[src/rtl/alu_operand_collector_if.sv]
// Operand/command bus between the upstream issue logic, the collector and the ALU.
// Latency: none; this is wiring only.
// Backpressure: none; BUSY from the collector tells upstream when offers are not new commands.
interface alu_operand_collector_if #(
    parameter int WIDTH     = 8,
    parameter int CMD_WIDTH = 4
);
    // Upstream side
    logic                 CE;
    logic                 MODE_IN;
    logic [CMD_WIDTH-1:0] CMD_IN;
    logic [WIDTH-1:0]     OPA_IN;
    logic [WIDTH-1:0]     OPB_IN;
    logic                 CIN_IN;
    logic [1:0]           INP_VALID_IN;

    // ALU side
    logic [WIDTH-1:0]     OPA;
    logic [WIDTH-1:0]     OPB;
    logic                 CIN;
    logic                 MODE;
    logic [CMD_WIDTH-1:0] CMD;
    logic [1:0]           INP_VALID;
    logic                 ISSUE;
    logic                 TIMEOUT_ERR;
    logic                 BUSY;

    // The collector itself
    modport slave (
        input  CE, MODE_IN, CMD_IN, OPA_IN, OPB_IN, CIN_IN, INP_VALID_IN,
        output OPA, OPB, CIN, MODE, CMD, INP_VALID, ISSUE, TIMEOUT_ERR, BUSY
    );

    // Whatever feeds the collector and watches its results
    modport master (
        output CE, MODE_IN, CMD_IN, OPA_IN, OPB_IN, CIN_IN, INP_VALID_IN,
        input  OPA, OPB, CIN, MODE, CMD, INP_VALID, ISSUE, TIMEOUT_ERR, BUSY
    );
endinterface

[src/rtl/alu_operand_collector.sv]
// Collects the operands an ALU command needs (possibly over several cycles) and issues them together.
// Latency: the edge that completes the operand set raises ISSUE for the following cycle.
// Backpressure: none; offers during ISSUE are dropped, a missing operand times out after TIMEOUT WAIT cycles.
module alu_operand_collector #(
    parameter int WIDTH     = 8,
    parameter int CMD_WIDTH = 4,
    parameter int TIMEOUT   = 16
) (
    input  logic                   CLK,
    input  logic                   RST,
    alu_operand_collector_if.slave bus
);
    localparam int CNT_W = (TIMEOUT > 1) ? $clog2(TIMEOUT) : 1;
    localparam logic [CNT_W-1:0] CNT_LAST = CNT_W'(TIMEOUT - 1);

    // Shared ALU command codes (arithmetic mode)
    localparam logic [CMD_WIDTH-1:0] CMD_INC_A  = CMD_WIDTH'(4);
    localparam logic [CMD_WIDTH-1:0] CMD_DEC_A  = CMD_WIDTH'(5);
    localparam logic [CMD_WIDTH-1:0] CMD_INC_B  = CMD_WIDTH'(6);
    localparam logic [CMD_WIDTH-1:0] CMD_DEC_B  = CMD_WIDTH'(7);
    // Shared ALU command codes (logical mode)
    localparam logic [CMD_WIDTH-1:0] CMD_NOT_A  = CMD_WIDTH'(6);
    localparam logic [CMD_WIDTH-1:0] CMD_NOT_B  = CMD_WIDTH'(7);
    localparam logic [CMD_WIDTH-1:0] CMD_SHR1_A = CMD_WIDTH'(8);
    localparam logic [CMD_WIDTH-1:0] CMD_SHL1_A = CMD_WIDTH'(9);
    localparam logic [CMD_WIDTH-1:0] CMD_SHR1_B = CMD_WIDTH'(10);
    localparam logic [CMD_WIDTH-1:0] CMD_SHL1_B = CMD_WIDTH'(11);

    typedef enum logic [1:0] {S_IDLE, S_WAIT, S_ISSUE} state_t;

    // Operands a command needs: bit0 = A, bit1 = B. Anything not single-operand needs both.
    function automatic logic [1:0] req_mask(input logic mode, input logic [CMD_WIDTH-1:0] cmd);
        req_mask = 2'b11;
        if (mode) begin
            if (cmd == CMD_INC_A || cmd == CMD_DEC_A)      req_mask = 2'b01;
            else if (cmd == CMD_INC_B || cmd == CMD_DEC_B) req_mask = 2'b10;
        end else begin
            if (cmd == CMD_NOT_A || cmd == CMD_SHR1_A || cmd == CMD_SHL1_A)      req_mask = 2'b01;
            else if (cmd == CMD_NOT_B || cmd == CMD_SHR1_B || cmd == CMD_SHL1_B) req_mask = 2'b10;
        end
    endfunction

    state_t               state_q, state_d;
    logic [CNT_W-1:0]     cnt_q, cnt_d;
    logic [1:0]           coll_q, coll_d;
    logic [1:0]           req_q, req_d;
    logic [1:0]           req_now;
    logic [1:0]           inp_valid_q, inp_valid_d;
    logic                 issue_q, issue_d;
    logic                 tmo_q, tmo_d;
    logic                 take_a, take_b, take_ctl;
    logic [WIDTH-1:0]     opa_q, opb_q;
    logic [CMD_WIDTH-1:0] cmd_q;
    logic                 mode_q, cin_q;

    assign req_now = req_mask(bus.MODE_IN, bus.CMD_IN);

    // State register and pulse outputs; everything freezes while CE is low
    always_ff @(posedge CLK or posedge RST) begin
        if (RST) begin
            state_q     <= S_IDLE;
            cnt_q       <= '0;
            coll_q      <= 2'b00;
            req_q       <= 2'b00;
            inp_valid_q <= 2'b00;
            issue_q     <= 1'b0;
            tmo_q       <= 1'b0;
        end else if (bus.CE) begin
            state_q     <= state_d;
            cnt_q       <= cnt_d;
            coll_q      <= coll_d;
            req_q       <= req_d;
            inp_valid_q <= inp_valid_d;
            issue_q     <= issue_d;
            tmo_q       <= tmo_d;
        end
    end

    // Next state, which inputs to capture, and the pulses for the next cycle
    always_comb begin
        state_d     = state_q;
        cnt_d       = cnt_q;
        coll_d      = coll_q;
        req_d       = req_q;
        inp_valid_d = 2'b00;
        issue_d     = 1'b0;
        tmo_d       = 1'b0;
        take_a      = 1'b0;
        take_b      = 1'b0;
        take_ctl    = 1'b0;
        case (state_q)
            S_IDLE: begin
                if (bus.INP_VALID_IN != 2'b00) begin
                    take_ctl = 1'b1;
                    take_a   = bus.INP_VALID_IN[0];
                    take_b   = bus.INP_VALID_IN[1];
                    req_d    = req_now;
                    coll_d   = bus.INP_VALID_IN;
                    cnt_d    = '0;
                    if ((coll_d & req_d) == req_d) begin
                        state_d     = S_ISSUE;
                        issue_d     = 1'b1;
                        inp_valid_d = coll_d;
                    end else begin
                        state_d = S_WAIT;
                    end
                end
            end
            S_WAIT: begin
                // Only fill holes; operands already held are never replaced
                take_a = bus.INP_VALID_IN[0] & ~coll_q[0];
                take_b = bus.INP_VALID_IN[1] & ~coll_q[1];
                coll_d = coll_q | bus.INP_VALID_IN;
                if ((coll_d & req_q) == req_q) begin
                    state_d     = S_ISSUE;
                    issue_d     = 1'b1;
                    inp_valid_d = coll_d;
                end else if (cnt_q == CNT_LAST) begin
                    state_d = S_IDLE;
                    tmo_d   = 1'b1;
                    cnt_d   = '0;
                end else begin
                    cnt_d = cnt_q + 1'b1;
                end
            end
            S_ISSUE: begin
                state_d = S_IDLE;
            end
            default: begin
                state_d = S_IDLE;
            end
        endcase
    end

    // Operand and command holding registers, which drive the ALU directly
    always_ff @(posedge CLK or posedge RST) begin
        if (RST) begin
            opa_q  <= '0;
            opb_q  <= '0;
            cmd_q  <= '0;
            mode_q <= 1'b0;
            cin_q  <= 1'b0;
        end else if (bus.CE) begin
            if (take_a) opa_q <= bus.OPA_IN;
            if (take_b) opb_q <= bus.OPB_IN;
            if (take_ctl) begin
                cmd_q  <= bus.CMD_IN;
                mode_q <= bus.MODE_IN;
                cin_q  <= bus.CIN_IN;
            end
        end
    end

    assign bus.OPA         = opa_q;
    assign bus.OPB         = opb_q;
    assign bus.CMD         = cmd_q;
    assign bus.MODE        = mode_q;
    assign bus.CIN         = cin_q;
    assign bus.INP_VALID   = inp_valid_q;
    assign bus.ISSUE       = issue_q;
    assign bus.TIMEOUT_ERR = tmo_q;
    assign bus.BUSY        = (state_q != S_IDLE);
endmodule

[src/flat_wrapper.sv]
// flat-port wrapper written by rule: the top's interface ports become plain ports
module alu_operand_collector_flat 
#(
    parameter int WIDTH     = 8,
    parameter int CMD_WIDTH = 4,
    parameter int TIMEOUT   = 16
)
  (CLK, RST, bus_CE, bus_MODE_IN, bus_CMD_IN, bus_OPA_IN, bus_OPB_IN, bus_CIN_IN, bus_INP_VALID_IN, bus_OPA, bus_OPB, bus_CIN, bus_MODE, bus_CMD, bus_INP_VALID, bus_ISSUE, bus_TIMEOUT_ERR, bus_BUSY);
  alu_operand_collector_if #(.WIDTH(WIDTH), .CMD_WIDTH(CMD_WIDTH)) bus_i ();
  input  logic CLK;
  input  logic RST;
  input wire logic [$bits(bus_i.CE)-1:0] bus_CE;
  input wire logic [$bits(bus_i.MODE_IN)-1:0] bus_MODE_IN;
  input wire logic [$bits(bus_i.CMD_IN)-1:0] bus_CMD_IN;
  input wire logic [$bits(bus_i.OPA_IN)-1:0] bus_OPA_IN;
  input wire logic [$bits(bus_i.OPB_IN)-1:0] bus_OPB_IN;
  input wire logic [$bits(bus_i.CIN_IN)-1:0] bus_CIN_IN;
  input wire logic [$bits(bus_i.INP_VALID_IN)-1:0] bus_INP_VALID_IN;
  output wire logic [$bits(bus_i.OPA)-1:0] bus_OPA;
  output wire logic [$bits(bus_i.OPB)-1:0] bus_OPB;
  output wire logic [$bits(bus_i.CIN)-1:0] bus_CIN;
  output wire logic [$bits(bus_i.MODE)-1:0] bus_MODE;
  output wire logic [$bits(bus_i.CMD)-1:0] bus_CMD;
  output wire logic [$bits(bus_i.INP_VALID)-1:0] bus_INP_VALID;
  output wire logic [$bits(bus_i.ISSUE)-1:0] bus_ISSUE;
  output wire logic [$bits(bus_i.TIMEOUT_ERR)-1:0] bus_TIMEOUT_ERR;
  output wire logic [$bits(bus_i.BUSY)-1:0] bus_BUSY;
  assign bus_i.CE = bus_CE;
  assign bus_i.MODE_IN = bus_MODE_IN;
  assign bus_i.CMD_IN = bus_CMD_IN;
  assign bus_i.OPA_IN = bus_OPA_IN;
  assign bus_i.OPB_IN = bus_OPB_IN;
  assign bus_i.CIN_IN = bus_CIN_IN;
  assign bus_i.INP_VALID_IN = bus_INP_VALID_IN;
  assign bus_OPA = bus_i.OPA;
  assign bus_OPB = bus_i.OPB;
  assign bus_CIN = bus_i.CIN;
  assign bus_MODE = bus_i.MODE;
  assign bus_CMD = bus_i.CMD;
  assign bus_INP_VALID = bus_i.INP_VALID;
  assign bus_ISSUE = bus_i.ISSUE;
  assign bus_TIMEOUT_ERR = bus_i.TIMEOUT_ERR;
  assign bus_BUSY = bus_i.BUSY;
  alu_operand_collector #(.WIDTH(WIDTH), .CMD_WIDTH(CMD_WIDTH), .TIMEOUT(TIMEOUT)) u_core (.CLK(CLK), .RST(RST), .bus(bus_i));
endmodule
[config.mk]
export PLATFORM = sky130hd
export DESIGN_NAME = alu_operand_collector_flat
export DESIGN_NICKNAME = d
export VERILOG_FILES = /design/src/rtl/alu_operand_collector_if.sv /design/src/rtl/alu_operand_collector.sv /design/src/flat_wrapper.sv
export SDC_FILE = /design/constraint.sdc
export NUM_CORES = 1
export LEC_CHECK = 0
export ABC_AREA = 1
export CELL_PAD_IN_SITES_DETAIL_PLACEMENT = 0
export CELL_PAD_IN_SITES_GLOBAL_PLACEMENT = 1
export CORE_UTILIZATION = 33
export DETAILED_ROUTE_END_ITERATION = 12
export PLACE_DENSITY_LB_ADDON = 0.1
export SETUP_SLACK_MARGIN = 0.15
export SLEW_MARGIN = 10
export SYNTH_ARGS = -nofsm -noshare
export SYNTH_HDL_FRONTEND = slang
export SYNTH_SLANG_ARGS = --single-unit
[constraint.sdc]
create_clock -name CLK -period 1.6 [get_ports CLK]
set_clock_uncertainty 0.05 [all_clocks]
set_input_delay 0.32 -clock CLK [delete_from_list [all_inputs] [get_ports CLK]]
set_output_delay 0.32 -clock CLK [all_outputs]
set_load 0.005 [all_outputs]
==> flow_summary.json <==
{
  "syn_inst": 211,
  "die-area_sq_mm": 0.005603,
  "grt_usage_pct": 15.53,
  "dpl-instance-area_sq_mm": 0.002515,
  "critPathKind": "reg2out",
  "place_congestion": 0.7894,
  "cts_buffers": 5,
  "ant_nets": 0,
  "cts.path.max_buffers": 2,
  "cp_data_arrival_time_ns": 1.04,
  "synthTopCellsByArea": "dfrtp_1, nand2_1, o21ai_1",
  "synth-seq-cells": 36,
  "reg2reg_from": "u_core.state_q[0]",
  "drcViolationCount": 0,
  "place_inst": 351,
  "finalSetupViolCount": 0,
  "crit_fanout": 3,
  "peakVddDrop_uv": 517.3,
  "hp-class": "in2async",
  "hold_viol": 0,
  "r2r_end": "u_core.bus.OPB[5]",
  "synth_top_area_cell": "dfrtp_1",
  "fillers": 533,
  "reg2reg_slack_ns": 0.24,
  "synth_area_sq_mm": 0.001752,
  "clock_latency_ns": 0.29,
  "p_per_area_mw_per_mm2": 1456,
  "die_w_microns": 74.86,
  "seq_area_sq_um": 900.9,
  "coreArea_sq_mm": 0.005107,
  "outcome": "completed",
  "hold_slack_ns": 0.3180,
  "cap_violations": 0,
  "clk_transition_reported_paths_ns": 0.08,
  "cp.required_ns": 1.23,
  "grt_pass1_vias": 1393,
  "period_minus_slack_ns": 1.408,
  "rr_worst_depth": 7,
  "ys_warn_count": 0,
  "dr.pass1.iters": 4,
  "cts_tree": "done",
  "root_buffer": "clkbuf_8",
  "ys_seq_area_share_pct": 51.43,
  "pin_count": 54,
  "area_growth_pct": 52.36,
  "overflow": 0,
  "final_cell_mix": "nand2_1, dfrtp_1, buf_4, dlygate4sd2_1, inv_1",
  "multiInputGateArea_sq_um": 709.4,
  "worstMarginPinSlew_ns": 0.2443,
  "grt_max_degree": 37,
  "core.rowCount": 26,
  "critical_path.startpoint_type": "flip-flop",
  "stdcell_area_sq_mm": 0.002669,
  "leakage_nw": 1.421,
  "drt_iter0_drc": 28,
  "grt_pass1_wl_microns": 6382,
  "post-route-period-util_pct": 88.00,
  "drive_gt1_share_pct": 22.48,
  "initial_core_util_pct": 34.30,
  "fmax_ghz": 0.7102,
  "synth_top_area_share_pct": 51.43,
  "holdBufCountCts": 0,
  "vias": 1524,
  "antenna_found_initial": 0,
  "synth_area_per_cell_sq_um": 8.302,
  "final_cell_count_no_fill": 368,
  "wl_per_cell_microns": 10.45,
  "hpwl_microns": 2834,
  "final_common_cell": "nand2_1",
  "slew_viol_final": 0,
  "n_antenna_cell": 0,
  "grt_setup_unrepaired": "true",
  "nets": 325,
  "finalSetupTns_ns": 0,
  "die_h_microns": 74.86,
  "cts_sinks": 36,
  "yosysUniqueCellTypes": 23,
  "critPathLaunch": "u_core.state_q[0]",
  "crit_path_end_kind": "primary output",
  "synth_fp_nets": 239,
  "wl_microns": 3846,
  "viasPerCell": 4.141,
  "relSlewSlack_pct": 83.68,
  "htree_levels": 2,
  "port_buffers": 53
}
-- cell families (layout without fill, tap and decap cells) --
logic type | count (synthesis) | in the layout | share of synthesized area (%)
compound gates | 30 | 30 | 9.071
xor+xnor | 1 | 1 | 0.5001
fa+ha+maj | 1 | 1 | 0.7142
buf+inv | 37 | 124 | 9.285
flops | 36 | 36 | 51.43
simple gates | 106 | 106 | 29.00
-- cell type report --
type | instances | share of cell area (%)
well taps | 70 | 3.282
flip-flops and latches | 36 | 33.76
clock inverters | 3 | 0.8908
clock buffers | 5 | 2.579
repair buffers | 83 | 28.22
multi-input cells | 138 | 26.58
inverters | 33 | 4.688
-- critical path, stage by stage, from the launching register on --
cell and delay [ns]:
dfrtp_1 0.40, inv_2 0.09, nand2_4 0.07, clkdlybuf4s15_1 0.20
-- how the worst max path moves through the flow --
stage / endpoint / slack (ns)
after global routing: u_core.bus.OPB[5] / 0.09
after CTS: bus_BUSY / 0.1
final: bus_BUSY / 0.19
after floorplan: u_core.cnt_q[2] / 0.33
after global placement: u_core.cnt_q[2] / -0.17
after detailed placement: u_core.cnt_q[2] / -0.13
-- sequential cells by signal, summed over array words and instances, names as in the netlist --
signal                  count
u_core.bus.OPB              8
u_core.bus.CMD              4
u_core.bus.INP_VALID        2
u_core.coll_q               2
u_core.bus.OPA              8
u_core.bus.CIN              1
u_core.bus.ISSUE            1
u_core.cnt_q                4
u_core.req_q                2
u_core.state_q              2
u_core.bus.TIMEOUT_ERR      1
u_core.bus.MODE             1
-- layer usage --
layer  wire, microns  global-route usage, %  vias to the layer above
met5               0                      0                        -
met4              47                  6.289                        0
met3             177                  4.552                        4
met2            1822                  23.72                       32
met1            1798                  20.68                      665
li1                -                      -                      823
-- repair_timing --
item / CTS / global route
pin swaps: 0 / 3
endpoints found under the setup margin: 28 / 28
endpoints found under the hold margin: 0 / 0
setup buffers: 6 / 3
resized for setup: 28 / 10
-- through the flow --
stage          total power [mW]  utilization (%)  setup WS (ns)
5_1_grt                   4.234            52.25        0.09403
3_5_place_dp              3.338            49.24        -0.1273
3_3_place_gp              3.334            49.24        -0.1690
2_1_floorplan             2.366                -         0.3258
6_report                  3.886            52.25         0.1920
4_1_cts                   3.890            51.35        0.09506
-- power by group --
| part | leakage, nW | switching (mW) | internal (mW) | total (mW) |
|---|---|---|---|---|
| Combinational | 0.929 | 0.821 | 0.887 | 1.71 |
| Clock | 0.0404 | 0.357 | 0.308 | 0.665 |
| Sequential | 0.451 | 0.218 | 1.30 | 1.51 |
-- synthesized netlist by cell type (all sizes together) --
cell / n
a21oi: 2
a31oi: 2
buf: 4
clkinv: 1
dfrtp: 36
ha: 1
inv: 32
nand2: 82
nand3: 9
nand4: 2
nor2: 13
o21ai: 25
o31ai: 1
xor2: 1
No activity file was read; power rests on OpenSTA's default activity.
